`src/rtl/reg_lock_tracker_pkg.sv`:
```
// Shared types and helpers for the issue-stage register lock tracker.
package maverickOne_pkg;

  localparam int NUM_REGS  = 32;
  localparam int REG_IDX_W = $clog2(NUM_REGS);
  localparam int REG_CNT_W = $clog2(NUM_REGS + 1);

  typedef logic [REG_IDX_W-1:0] reg_idx_t;

  typedef enum logic [0:0] {
    IDLE  = 1'b0,
    BLOCK = 1'b1
  } lock_state_e;

  function automatic logic [REG_CNT_W-1:0] popcount(input logic [NUM_REGS-1:0] vec);
    logic [REG_CNT_W-1:0] cnt;
    cnt = '0;
    for (int i = 0; i < NUM_REGS; i++) begin
      cnt = cnt + REG_CNT_W'(vec[i]);
    end
    return cnt;
  endfunction

endpackage

```
`src/rtl/reg_lock_tracker_onehot_dec.sv`:
```
// Register index to one-hot decoder; register 0 is hardwired and never tracked.
module reg_onehot_dec #(
  parameter int NR    = 32,
  parameter int IDX_W = $clog2(NR)
) (
  input  logic [IDX_W-1:0] idx,
  input  logic             valid,
  output logic [NR-1:0]    onehot
);

  // One-hot expansion, suppressed for the zero register
  always_comb begin
    onehot = '0;
    if (valid && (idx != '0)) begin
      onehot[idx] = 1'b1;
    end else begin
      onehot = '0;
    end
  end

endmodule

```
`src/rtl/reg_lock_tracker.sv`:
```
// Register-lock scoreboard, memory-busy flag and blocking-instruction FSM
// feeding reg_gnt_ckr. All outputs come straight from flops.
module reg_lock_tracker
  import maverickOne_pkg::*;
#(
  parameter int NR  = NUM_REGS,
  parameter int NWB = 2
) (
  input  logic                              clk_i,
  input  logic                              arst_i,
  input  logic                              gnt_i,
  input  logic [$clog2(NR)-1:0]             gnt_rd_i,
  input  logic                              gnt_blocking_i,
  input  logic                              gnt_mem_op_i,
  input  logic [NWB-1:0]                    wb_valid_i,
  input  logic [NWB-1:0][$clog2(NR)-1:0]    wb_rd_i,
  input  logic                              mem_done_i,
  input  logic                              blk_done_i,
  input  logic                              flush_i,
  output logic [NR-1:0]                     locks_o,
  output logic                              mem_busy_o,
  output logic                              blocked_o,
  output logic [$clog2(NR+1)-1:0]           n_locked_o,
  output logic                              proto_err_o
);

  localparam int IDX_W = $clog2(NR);
  localparam int CNT_W = $clog2(NR + 1);

  lock_state_e          state_r, state_d_s;
  logic [NR-1:0]        locks_r, locks_d_s;
  logic [NR-1:0]        shadow_r, shadow_d_s;
  logic                 mem_busy_r, mem_busy_d_s;
  logic                 proto_err_r, proto_err_d_s;
  logic [NR-1:0]        locks_out_r;
  logic [CNT_W-1:0]     n_locked_r;
  logic [NWB-1:0][NR-1:0] wb_oh_s;
  logic [NR-1:0]        set_mask_s;
  logic [NR-1:0]        clr_mask_s;
  logic                 in_idle_s;

  for (genvar p = 0; p < NWB; p++) begin : g_wb_dec
    reg_onehot_dec #(.NR(NR), .IDX_W(IDX_W)) u_wb_dec (
      .idx    (wb_rd_i[p]),
      .valid  (wb_valid_i[p]),
      .onehot (wb_oh_s[p])
    );
  end

  reg_onehot_dec #(.NR(NR), .IDX_W(IDX_W)) u_gnt_dec (
    .idx    (gnt_rd_i),
    .valid  (gnt_i & ~gnt_blocking_i),
    .onehot (set_mask_s)
  );

  // Merge writeback releases; duplicates simply OR together
  always_comb begin
    clr_mask_s = '0;
    for (int p = 0; p < NWB; p++) begin
      clr_mask_s = clr_mask_s | wb_oh_s[p];
    end
  end

  // Next-state: flush dominates, grants only act outside BLOCK
  always_comb begin
    state_d_s     = state_r;
    locks_d_s     = locks_r;
    shadow_d_s    = shadow_r;
    mem_busy_d_s  = mem_busy_r;
    proto_err_d_s = 1'b0;
    in_idle_s     = (state_r == IDLE);
    if (flush_i) begin
      state_d_s    = IDLE;
      locks_d_s    = '0;
      shadow_d_s   = '0;
      mem_busy_d_s = 1'b0;
    end else begin
      proto_err_d_s = (mem_done_i & ~mem_busy_r) | (in_idle_s & blk_done_i) |
                      (~in_idle_s & gnt_i);
      // Set wins over done so a back-to-back memory op stays busy
      if (in_idle_s && gnt_i && gnt_mem_op_i) begin
        mem_busy_d_s = 1'b1;
      end else if (mem_done_i) begin
        mem_busy_d_s = 1'b0;
      end else begin
        mem_busy_d_s = mem_busy_r;
      end
      case (state_r)
        IDLE: begin
          locks_d_s = (locks_r & ~clr_mask_s) | set_mask_s;
          if (gnt_i && gnt_blocking_i) begin
            state_d_s  = BLOCK;
            shadow_d_s = locks_r & ~clr_mask_s;
          end else begin
            state_d_s  = IDLE;
            shadow_d_s = shadow_r;
          end
        end
        BLOCK: begin
          shadow_d_s = shadow_r & ~clr_mask_s;
          if (blk_done_i) begin
            state_d_s = IDLE;
            locks_d_s = shadow_r & ~clr_mask_s;
          end else begin
            state_d_s = BLOCK;
            locks_d_s = locks_r;
          end
        end
        default: begin
          state_d_s  = IDLE;
          locks_d_s  = '0;
          shadow_d_s = '0;
        end
      endcase
    end
  end

  // State and registered output images
  always_ff @(posedge clk_i or posedge arst_i) begin
    if (arst_i) begin
      state_r     <= IDLE;
      locks_r     <= '0;
      shadow_r    <= '0;
      mem_busy_r  <= 1'b0;
      proto_err_r <= 1'b0;
      locks_out_r <= '0;
      n_locked_r  <= '0;
    end else begin
      state_r     <= state_d_s;
      locks_r     <= locks_d_s;
      shadow_r    <= shadow_d_s;
      mem_busy_r  <= mem_busy_d_s;
      proto_err_r <= proto_err_d_s;
      locks_out_r <= (state_d_s == BLOCK) ? '1 : locks_d_s;
      n_locked_r  <= popcount(locks_d_s);
    end
  end

  assign locks_o     = locks_out_r;
  assign mem_busy_o  = mem_busy_r;
  assign blocked_o   = (state_r == BLOCK);
  assign n_locked_o  = n_locked_r;
  assign proto_err_o = proto_err_r;

endmodule
```
`config.mk`:
```
export PLATFORM = sky130hd
export DESIGN_NAME = reg_lock_tracker
export DESIGN_NICKNAME = d
export VERILOG_FILES = /design/src/rtl/reg_lock_tracker_pkg.sv /design/src/rtl/reg_lock_tracker_onehot_dec.sv /design/src/rtl/reg_lock_tracker.sv
export SDC_FILE = /design/constraint.sdc
export NUM_CORES = 1
export LEC_CHECK = 0
export ABC_AREA = 1
export CAP_MARGIN = 30
export CORE_ASPECT_RATIO = 0.8
export CORE_MARGIN = 1
export CORE_UTILIZATION = 45
export CTS_BUF_LIST = sky130_fd_sc_hd__clkbuf_2
export CTS_CLUSTER_SIZE = 10
export DETAILED_ROUTE_END_ITERATION = 8
export GPL_TIMING_DRIVEN = 0
export PLACE_DENSITY_LB_ADDON = 0.05
export SLEW_MARGIN = 5
export SYNTH_ARGS = -nofsm -noshare
export SYNTH_HDL_FRONTEND = slang
export SYNTH_SLANG_ARGS = --single-unit
```
`constraint.sdc`:
```
create_clock -name clk_i -period 5.4 [get_ports clk_i]
set_clock_uncertainty 0.15 [all_clocks]
set_input_delay 1.62 -clock clk_i [delete_from_list [all_inputs] [get_ports clk_i]]
set_output_delay 1.62 -clock clk_i [all_outputs]
set_load 0.01 [all_outputs]
```
==> impl_metrics.py <==
metrics = {
    "run": {
        "drv_cap": 0,
    },
    "grt": {
        "grt_usage_pct": 33.8,
        "overflow": 0,
        "antenna_found_initial": 0,
        "grt_first_pass_wirelength_um": 35300,
        "grt_max_degree": 61,
        "grt_pass1_vias": 6126,
    },
    "worst_hold_path": {
        "hold_end": "shadow_r[31]",
        "min_path_cells": 2,
        "min_from": "shadow_r[31]",
        "hold_class": "reg2reg",
    },
    "status": {
        "status": "finished, violations left",
        "violations": "negative setup slack",
    },
    "final_layout": {
        "fillerInstances": 1204,
        "antenna_cells": 0,
        "layout_common_cells": "246 x nand2_1, 121 x nand3_1, 105 x dfrtp_1",
        "drive_gt1_share_pct": 28.9,
        "final_util_pct": 63.1,
        "final_common_cell": "nand2_1",
        "area_growth_pct": 37.0,
        "final_nets": 1017,
        "fin_cells": 1146,
    },
    "yosys": {
        "synth_seq_cells": 105,
        "syn_inst": 826,
        "syn_area_mm2": 0.00627,
        "yosysUniqueCellTypes": 29,
        "syn_avg_cell_area_um2": 7.59,
        "syn_nets": 882,
        "yosysSeqAreaShare_pct": 41.9,
        "synth_area_leader_cell": "dfrtp_1",
        "ys_top_cells_by_area": "dfrtp_1 42%, nand2_1 16%, nand3_1 13%",
        "yosysWarnings": 0,
        "yosysTopAreaCellShare_pct": 41.9,
    },
    "detailed_routing": {
        "first_pass_iters": 7,
        "antenna_left": 0,
        "drt-initial-drc-count": 615,
        "num_vias": 6416,
        "drc_errors": 0,
        "avgRoutedWirePerCell_um": 20.4,
        "via_per_inst": 5.60,
        "drt-total-wl_um": 23300,
    },
    "timing": {
        "hold_viol_final": 0,
        "setup_viol": 6,
        "rsz0062_at_grt": "true",
        "hold_slack_ns": 0.374,
        "slew_headroom_pct": 39.3,
        "setup_ws_ns": -0.963,
        "final_max_slew_viol_count": 0,
        "worstMarginPinSlew_ns": 0.906,
        "period_share_pct": 118,
        "timing.fmax_ghz": 0.157,
        "post-route-min-period_ns": 6.36,
    },
    "critical_path": {
        "cp.arrival_ns": 6.85,
        "cp_common_cell": "fa_2",
        "worst_path_max_delay_cell": "fa_2",
        "crit_type": "in2reg",
        "endpoint_kind": "register",
        "cp_slowest_stage_delay_ns": 0.59,
        "reg2reg_depth": 21,
        "cp_data_required_time_ns": 5.89,
        "path_delay_family": "adder cells",
        "worstReg2RegEnd": "n_locked_o[4]",
        "path_cells": "buf_12 -> buf_4 -> nor3_2 -> nand2_1 -> nand3_2 -> nand3_2 -> inv_2 -> fa_1 -> fa_2 -> fa_2 -> fa_2 -> fa_1 -> inv_2 -> fa_1 -> inv_2 -> ha_4 -> fa_2 -> a21oi_2 -> nor2_1 -> nor2_1 -> xnor2_1",
        "cp-startpoint": "gnt_rd_i[2]",
        "rrSetupSlack_ns": -0.67,
        "start_kind": "primary input",
        "worst-path-buf-inv": 5,
        "reg2reg_from": "blocked_o",
        "critPathMaxFanout": 4,
    },
    "clock_network": {
        "clock_sinks": 105,
        "numCtsBuffers": 9,
        "clk_pin_slew_ns": 0.31,
        "cts_tree": "yes",
        "clock_latency_ns": 0.69,
        "root_buffer": "clkbuf_2",
        "clock_path_buffers": 2,
        "h-tree-depth": 3,
    },
    "place": {
        "place_ws_ns": -2.45,
        "place_congestion": 0.953,
        "io_buffers": 65,
        "dp_cells": 1072,
        "dp_hpwl_um": 15900,
    },
    "floorplanning": {
        "pin_count": 66,
        "die_w_um": 134,
        "die_h_um": 108,
        "dieArea_mm2": 0.0144,
        "start_util_pct": 46.1,
        "core_mm2": 0.0136,
        "core.rowCount": 38,
    },
    "power": {
        "max-vdd-ir-drop_mv": 0.517,
        "p_per_area_mw_per_mm2": 286,
        "power_leakage_uw": 0.00453,
    },
}
[tightest hold or removal path, stage by stage (launching register included)]
cell,delay [ns]
dfrtp_1,0.42
nand2_1,0.05
nand2_1,0.06
[state kept, by name (all words and copies together), names as in the netlist]
name and flops:
blocked_o 1, n_locked_o 6, shadow_r 32, proto_err_o 1
mem_busy_o 1, locks_r 32, locks_o 32
[area by class of cell]
type / count / area (um^2) / share of cell area, %
multi-input combinational: 575 / 3690 / 43.0
inverter: 115 / 472 / 5.50
tap: 180 / 225 / 2.62
clock buffer: 10 / 50.0 / 0.583
clock inverter: 6 / 50.0 / 0.583
timing repair buffer: 124 / 1240 / 14.4
buffer: 31 / 224 / 2.61
sequential: 105 / 2630 / 30.6
[synthesized netlist by cell type, drive strengths merged]
master,n
o21ai,32
nor3,20
a31oi,1
a21oi,4
nand3,177
nand4,9
xor2,2
o22ai,1
buf,14
ha,7
a21o,1
nor2,25
dfrtp,105
or2,1
inv,115
nand2,269
clkbuf,17
o21a,1
fa,24
xnor2,1
[logic make-up (layout without fill, tap and decap cells)]
| group | after synthesis | after routing | share of synthesized area [%] |
|---|---|---|---|
| flops | 105 | 105 | 41.9 |
| xor+xnor | 3 | 3 | 0.419 |
| compound gates | 40 | 40 | 3.37 |
| buf+inv | 146 | 286 | 9.28 |
| simple gates | 501 | 501 | 35.9 |
| fa+ha+maj | 31 | 31 | 9.06 |
[power by group]
| group | internal, uW | total, uW | switching (uW) |
|---|---|---|---|
| registers | 872 | 906 | 33.9 |
| logic | 514 | 1170 | 655 |
| clock network | 71.0 | 376 | 305 |
[worst max path at each step]
stage	end	slack [ns]	cells past startpoint
finish	n_locked_o[4]	-0.96	21
global route	n_locked_o[4]	-1.02	25
CTS	n_locked_o[4]	-0.92	23
detailed placement	n_locked_o[4]	-2.45	22
global placement	n_locked_o[4]	-2.46	21
floorplan	n_locked_o[4]	-1.0	20
[routing by layer]
| layer | wire, um | global-route usage (%) |
|---|---|---|
| met2 | 10600 | 52.7 |
| met4 | 924 | 14.8 |
| met3 | 2190 | 6.31 |
| met1 | 9630 | 45.9 |
| met5 | 0 | 0 |
[stage by stage]
stage          TNS [ns]  cell area [um^2]  power (uW)
4_1_cts           -3.72              8160        2390
3_3_place_gp     -94.80              7260        1810
5_1_grt           -4.34              8580        2600
2_1_floorplan     -4.73              6380        1500
6_report          -4.13              8580        2450
3_5_place_dp     -13.15              7290        1830
[what timing repair did]
action,4_1_cts,5_1_grt
gates resized for setup,231,70
endpoints found under the setup margin,6,6
pin swaps,59,47
gates cloned,1,0
hold endpoints to repair,0,0
hold buffers,0,0
buffers inserted,36,21
Note: power is estimated with default switching activity, not from simulation.
